`config.mk`:
```
export PLATFORM = sky130hd
export DESIGN_NAME = sha256_round_sched
export DESIGN_NICKNAME = d
export VERILOG_FILES = /design/src/rtl/sha256_pkg.sv /design/src/rtl/sha256_rd_pipe.sv /design/src/rtl/sha256_round_sched.sv
export SDC_FILE = /design/constraint.sdc
export NUM_CORES = 1
export LEC_CHECK = 0
export ABC_AREA = 1
export BUFFER_PORTS_ARGS = -buffer_cell sky130_fd_sc_hd__clkbuf_2
export CORE_UTILIZATION = 55
export CTS_BUF_LIST = sky130_fd_sc_hd__clkbuf_2 sky130_fd_sc_hd__clkbuf_4 sky130_fd_sc_hd__clkbuf_8
export DETAILED_ROUTE_END_ITERATION = 7
export GPL_ROUTABILITY_DRIVEN = 0
export PLACE_DENSITY = 0.84
export SYNTH_ARGS = -nofsm -noshare
export SYNTH_HDL_FRONTEND = slang
export SYNTH_SLANG_ARGS = --single-unit
```
`constraint.sdc`:
```
create_clock -name clock -period 4.9 [get_ports clock]
set_input_delay 0.49 -clock clock [delete_from_list [all_inputs] [get_ports clock]]
set_output_delay 0.49 -clock clock [all_outputs]
set_load 0.02 [all_outputs]
```
`src/rtl/sha256_pkg.sv`:
```
// Shared definitions for the SHA-256 block sequencer and its read pipeline.
package sha256_pkg;

  localparam int NUM_ROUNDS = 64;
  localparam int W_IDX_W    = 6;
  localparam int K_ADDR_W   = 6;

  typedef logic [W_IDX_W-1:0] widx_t;

  typedef enum logic [2:0] {
    ST_IDLE     = 3'd0,
    ST_PAD_WAIT = 3'd1,
    ST_W_WAIT   = 3'd2,
    ST_ROUNDS   = 3'd3,
    ST_DRAIN    = 3'd4,
    ST_UPDATE   = 3'd5,
    ST_DONE     = 3'd6
  } state_e;

endpackage

```
`src/rtl/sha256_rd_pipe.sv`:
```
// Delay line that carries each issued W read (valid + round index) forward
// by DEPTH cycles so it lines up with the W data arriving at the core.
module sha256_rd_pipe #(
  parameter int DEPTH = 1,
  parameter int IW    = 6
) (
  input  logic          clk_i,
  input  logic          rst_ni,
  input  logic          vld_i,
  input  logic [IW-1:0] idx_i,
  output logic          vld_o,
  output logic [IW-1:0] idx_o,
  output logic          empty_o
);

  logic [DEPTH-1:0] vld_q;
  logic [IW-1:0]    idx_q [DEPTH];

  // Shift valid and index one stage per clock.
  always_ff @(posedge clk_i or negedge rst_ni) begin
    if (!rst_ni) begin
      vld_q <= '0;
      for (int i = 0; i < DEPTH; i++) idx_q[i] <= '0;
    end else begin
      vld_q[0] <= vld_i;
      idx_q[0] <= idx_i;
      for (int i = 1; i < DEPTH; i++) begin
        vld_q[i] <= vld_q[i-1];
        idx_q[i] <= idx_q[i-1];
      end
    end
  end

  assign vld_o   = vld_q[DEPTH-1];
  assign idx_o   = idx_q[DEPTH-1];
  // Empty only once the final stage has also been consumed.
  assign empty_o = ~|vld_q;

endmodule

```
`src/rtl/sha256_round_sched.sv`:
```
// Top-level sequencer for one SHA-256 block: hash init, padder/W-generator
// handshakes with timeout, 64 W/K reads, pipeline drain, hash update, done.
//
// state     | meaning
// ----------+----------------------------------------------------------
// IDLE      | waiting for main_go_sig
// PAD_WAIT  | hash_init issued, waiting for pad_rdy (timeout guarded)
// W_WAIT    | waiting for w_rdy (timeout guarded)
// ROUNDS    | issuing W/K reads, index 0..63 one per cycle
// DRAIN     | reads done, waiting for the read pipeline to empty
// UPDATE    | hash_update pulse
// DONE      | done/finish_sig pulse, back to IDLE
module sha256_round_sched
  import sha256_pkg::*;
#(
  parameter int W_RD_LAT       = 1,
  parameter int TIMEOUT_CYCLES = 1024
) (
  input  logic                clock,
  input  logic                reset,
  input  logic                main_go_sig,
  input  logic                pad_rdy,
  input  logic                w_rdy,
  output logic                w_reg_read,
  output logic [W_IDX_W-1:0]  w_reg_addr,
  output logic [K_ADDR_W-1:0] k_addr,
  output logic                round_en,
  output logic [W_IDX_W-1:0]  round_idx,
  output logic                hash_init,
  output logic                hash_update,
  output logic                finish_sig,
  output logic                done,
  output logic                busy,
  output logic                err_timeout
);

  localparam int TW = (TIMEOUT_CYCLES > 1) ? $clog2(TIMEOUT_CYCLES) : 1;

  state_e         state_q, state_d;
  widx_t          rcnt_q, rcnt_d;
  logic [TW-1:0]  tcnt_q, tcnt_d;
  logic           err_q, err_d;
  logic           hash_init_q, hash_init_d;
  logic           hash_update_q, hash_update_d;
  logic           done_q, done_d;
  logic           busy_q, busy_d;
  logic           w_reg_read_q, w_reg_read_d;

  logic           last_round;
  logic           tmo_hit;
  logic           in_wait;
  logic           rdy_now;
  logic           pipe_empty;

  assign last_round = (rcnt_q == widx_t'(NUM_ROUNDS - 1));
  assign tmo_hit    = (tcnt_q == TW'(TIMEOUT_CYCLES - 1));
  assign in_wait    = (state_q == ST_PAD_WAIT) || (state_q == ST_W_WAIT);
  assign rdy_now    = (state_q == ST_PAD_WAIT) ? pad_rdy : w_rdy;

  // State register.
  always_ff @(posedge clock or negedge reset) begin
    if (!reset) state_q <= ST_IDLE;
    else        state_q <= state_d;
  end

  // Next-state logic; ready in the terminal-count cycle beats the timeout.
  always_comb begin
    state_d = state_q;
    unique case (state_q)
      ST_IDLE:     if (main_go_sig) state_d = ST_PAD_WAIT;
      ST_PAD_WAIT: if (pad_rdy)      state_d = ST_W_WAIT;
                   else if (tmo_hit) state_d = ST_IDLE;
      ST_W_WAIT:   if (w_rdy)        state_d = ST_ROUNDS;
                   else if (tmo_hit) state_d = ST_IDLE;
      ST_ROUNDS:   if (last_round)   state_d = ST_DRAIN;
      ST_DRAIN:    if (pipe_empty)   state_d = ST_UPDATE;
      ST_UPDATE:   state_d = ST_DONE;
      ST_DONE:     state_d = ST_IDLE;
      default:     state_d = ST_IDLE;
    endcase
  end

  // Output and counter next values; outputs are decoded from the next state
  // so every pulse appears exactly in the cycle its state is occupied.
  always_comb begin
    rcnt_d        = '0;
    tcnt_d        = '0;
    err_d         = err_q;
    hash_init_d   = 1'b0;
    hash_update_d = (state_d == ST_UPDATE);
    done_d        = (state_d == ST_DONE);
    busy_d        = (state_d != ST_IDLE);
    w_reg_read_d  = (state_d == ST_ROUNDS);

    if (state_q == ST_ROUNDS && !last_round) rcnt_d = rcnt_q + 1'b1;

    if (in_wait && state_d == state_q) tcnt_d = tcnt_q + 1'b1;

    if (state_q == ST_IDLE && main_go_sig) begin
      hash_init_d = 1'b1;
      err_d       = 1'b0;
    end

    if (in_wait && !rdy_now && tmo_hit) err_d = 1'b1;
  end

  // Counters and registered outputs.
  always_ff @(posedge clock or negedge reset) begin
    if (!reset) begin
      rcnt_q        <= '0;
      tcnt_q        <= '0;
      err_q         <= 1'b0;
      hash_init_q   <= 1'b0;
      hash_update_q <= 1'b0;
      done_q        <= 1'b0;
      busy_q        <= 1'b0;
      w_reg_read_q  <= 1'b0;
    end else begin
      rcnt_q        <= rcnt_d;
      tcnt_q        <= tcnt_d;
      err_q         <= err_d;
      hash_init_q   <= hash_init_d;
      hash_update_q <= hash_update_d;
      done_q        <= done_d;
      busy_q        <= busy_d;
      w_reg_read_q  <= w_reg_read_d;
    end
  end

  sha256_rd_pipe #(
    .DEPTH (W_RD_LAT),
    .IW    (W_IDX_W)
  ) u_rd_pipe (
    .clk_i   (clock),
    .rst_ni  (reset),
    .vld_i   (w_reg_read_q),
    .idx_i   (rcnt_q),
    .vld_o   (round_en),
    .idx_o   (round_idx),
    .empty_o (pipe_empty)
  );

  // rcnt_q is held at zero outside ROUNDS, so it doubles as the address.
  assign w_reg_read  = w_reg_read_q;
  assign w_reg_addr  = rcnt_q;
  assign k_addr      = K_ADDR_W'(rcnt_q);
  assign hash_init   = hash_init_q;
  assign hash_update = hash_update_q;
  assign finish_sig  = done_q;
  assign done        = done_q;
  assign busy        = busy_q;
  assign err_timeout = err_q;

endmodule

```
==> impl_metrics.yaml <==
die:
  fp-row-count: 18
  initial_core_util_pct: 57.6
  io_pins: 31
  die_w_um: 52.7
  core_mm2: 0.00245
  die_y_um: 52.7
  die-area_mm2: 0.00278
power:
  pwr-share-seq_pct: 53.5
  p_sw_mw: 0.0927
  peakVddDrop_mv: 0.314
  power.density_mw_per_mm2: 300
  combPwrFrac_pct: 1.7
  clockPowerShare_pct: 44.8
  total_power_mw: 0.494
  p_leak_nw: 0.826
  p_int_mw: 0.401
  p_sw_share_pct: 18.8
clock_network:
  cts.path.max_buffers: 2
  clock_sinks: 32
  post_cts_buffers: 0
  h-tree-depth: 2
  clockRootBuffer: "clkbuf_4"
  insertion_delay_ps: 330
  cts_tree: "yes"
  post_cts_resized: 0
  clk_pin_slew_ps: 90
  cts_hold_buf: 0
  cts-buffers-inserted: 5
yosys:
  synth_area_mm2: 0.00142
  yosys_warnings: 0
  synth-seq-cells: 32
  yosysSeqAreaShare_pct: 56.6
  netlist_instances: 146
  avgSynthCellArea_um2: 9.69
  yosys.cell_types.count: 23
  syn_nets: 153
setup_path:
  criticalPathCategory: "reg2reg"
  crit_chain: "ha_1 > nand3_1 > nor2_1 > nor2_2 > nor2_2 > nand2_2 > or3_1"
  crit_cells: 7
  cpPeakStageDelay_ps: 440
  critPathArrivalTime_ps: 1940
  cp_max_fo: 6
  startpoint_type: "flop"
  crit_top_cell: "nor2_2"
  crit_family: "simple AND/OR/NAND/NOR gates"
  cp_data_required_time_ps: 5120
  ff2ff_path_depth: 7
  critPathBufInv: 0
  crit_path_end_kind: "flop"
  cp_slowest_cell: "dfrtp_1"
final_layout:
  nFillCells: 197
  drive_above_1_share_pct: 27.1
  final_cell_mix: "dfrtp_1 (32), clkbuf_2 (30), nand2_1 (21)"
  multi_input_area_um2: 494
  seq_area_um2: 801
  final_common_cell: "dfrtp_1"
  fin_nets: 183
  n_antenna_cell: 0
  syn2layout_area_growth_pct: 16.3
route:
  viasPerCell: 5.09
  dr.pass1.iters: 4
  drtIter0Drc: 7
  drt_wl_total_um: 2550
  drc: 0
  vias: 1054
  antenna_left: 0
  wl_per_cell_um: 12.3
grt:
  grt_pass1_wl_um: 4150
  first_global_vias: 928
  global_route.usage.met3_pct: 7.83
  grt_usage_pct: 22.0
  grt_use_met1_pct: 26.4
  grt_max_degree: 33
  top_usage_layer: "met2"
  antenna_found_initial: 0
  gr-usage-met2_pct: 34.4
  grt_overflow: 0
placement:
  io_buffers: 30
  detailedPlacementHpwl_um: 1830
timing:
  fin_worst_skew_ps: 4.19
  post-route-period-util_pct: 35.2
  max_slew_margin_pct: 50.4
  tns_ps: 0
  max_freq_mhz: 579
  whs_ps: 205
  setup_viol: 0
  slew_violations: 0
  worstMarginPinSlew_ps: 743
  rsz0062_at_grt: "false"
  finalHoldViolCount: 0
  post-route-min-period_ps: 1730
outcome:
  status: "complete, no violations"
hold_path:
  hp-class: "in2async"
flow_run:
  maxCapViolCount: 0
-- state kept, by name, summed over array words and instances (netlist names) --
signal and flops:
u_rd_pipe.idx_o 6, tcnt_q 10, hash_update 1, busy 1
k_addr 6, err_timeout 1, u_rd_pipe.vld_o 1, done 1
state_q 3, hash_init 1, w_reg_read 1
-- stage by stage --
step | worst slack, ps | utilization (%) | instance area (µm²) | instances
CTS | 3160 | 67.0 | 1650 | 207
global route | 3020 | 67.0 | 1650 | 207
finish | 3170 | 67.0 | 1650 | 207
global placement | 3270 | 63.1 | 1550 | 199
detailed placement | 3170 | 63.1 | 1550 | 199
floorplan | 3180 | - | 1420 | 146
-- cell type report --
type                       instances  area share [%]
tap                               30            2.28
timing repair buffer              30            9.13
clock buffer                       7            3.95
multi-input combinational         89            30.0
inverter                          18            4.11
clock inverter                     1            1.83
sequential                        32            48.7
-- logic make-up (layout without fill, tap and decap cells) --
logic type / Yosys count / count (layout) / share of synthesized area, %
AND/OR/NAND/NOR: 70 / 70 / 23.8
XOR/XNOR: 8 / 8 / 4.95
adder cells (fa/ha/maj): 2 / 2 / 1.77
AO/OA/AOI/OAI: 9 / 9 / 4.42
flip-flops: 32 / 32 / 56.6
buffers and inverters: 25 / 56 / 8.49
-- power by group through the flow --
| stage | clock network (mW) | registers, mW | logic, mW |
|---|---|---|---|
| 3_3_place_gp | 0 | 0.270 | 0.00820 |
| 6_report | 0.221 | 0.265 | 0.00817 |
| 4_1_cts | 0.227 | 0.265 | 0.00860 |
| 5_1_grt | 0.242 | 0.265 | 0.00969 |
| 3_5_place_dp | 0 | 0.270 | 0.00850 |
| 2_1_floorplan | 0 | 0.270 | 0.000324 |
-- synthesized netlist by cell type, drive strengths merged --
cell / number / share of area [%]
or3: 1 / 0.44
ha: 2 / 1.8
nand2: 22 / 6.0
o21ai: 4 / 1.7
and3: 1 / 0.44
xor2: 7 / 4.3
nand3: 13 / 5.8
buf: 7 / 3.7
a21oi: 3 / 1.9
xnor2: 1 / 0.62
inv: 18 / 4.8
dfrtp: 32 / 57
nor3: 14 / 5.0
nor2: 19 / 6.1
o22ai: 2 / 0.88
-- layer usage --
metal,vias to the layer above,wire [µm]
met5,-,0
met4,0,62
met3,5,116
met2,25,1300
met1,498,1070
li1,526,-
-- worst paths after layout --
path	slack [ps]	endpoint	startpoint
max	3170	busy$_DFF_PN0_	k_addr[0]$_DFF_PN0_
max in group asynchronous	4230	tcnt_q[9]$_DFF_PN0_	reset
min	210	tcnt_q[6]$_DFF_PN0_	reset
max reg2reg	3170	busy$_DFF_PN0_	k_addr[0]$_DFF_PN0_
min reg2reg	380	u_rd_pipe.vld_o$_DFF_PN0_	w_reg_read$_DFF_PN0_
min in group clock	380	u_rd_pipe.vld_o$_DFF_PN0_	w_reg_read$_DFF_PN0_
Power figures use the tool's default switching activity.
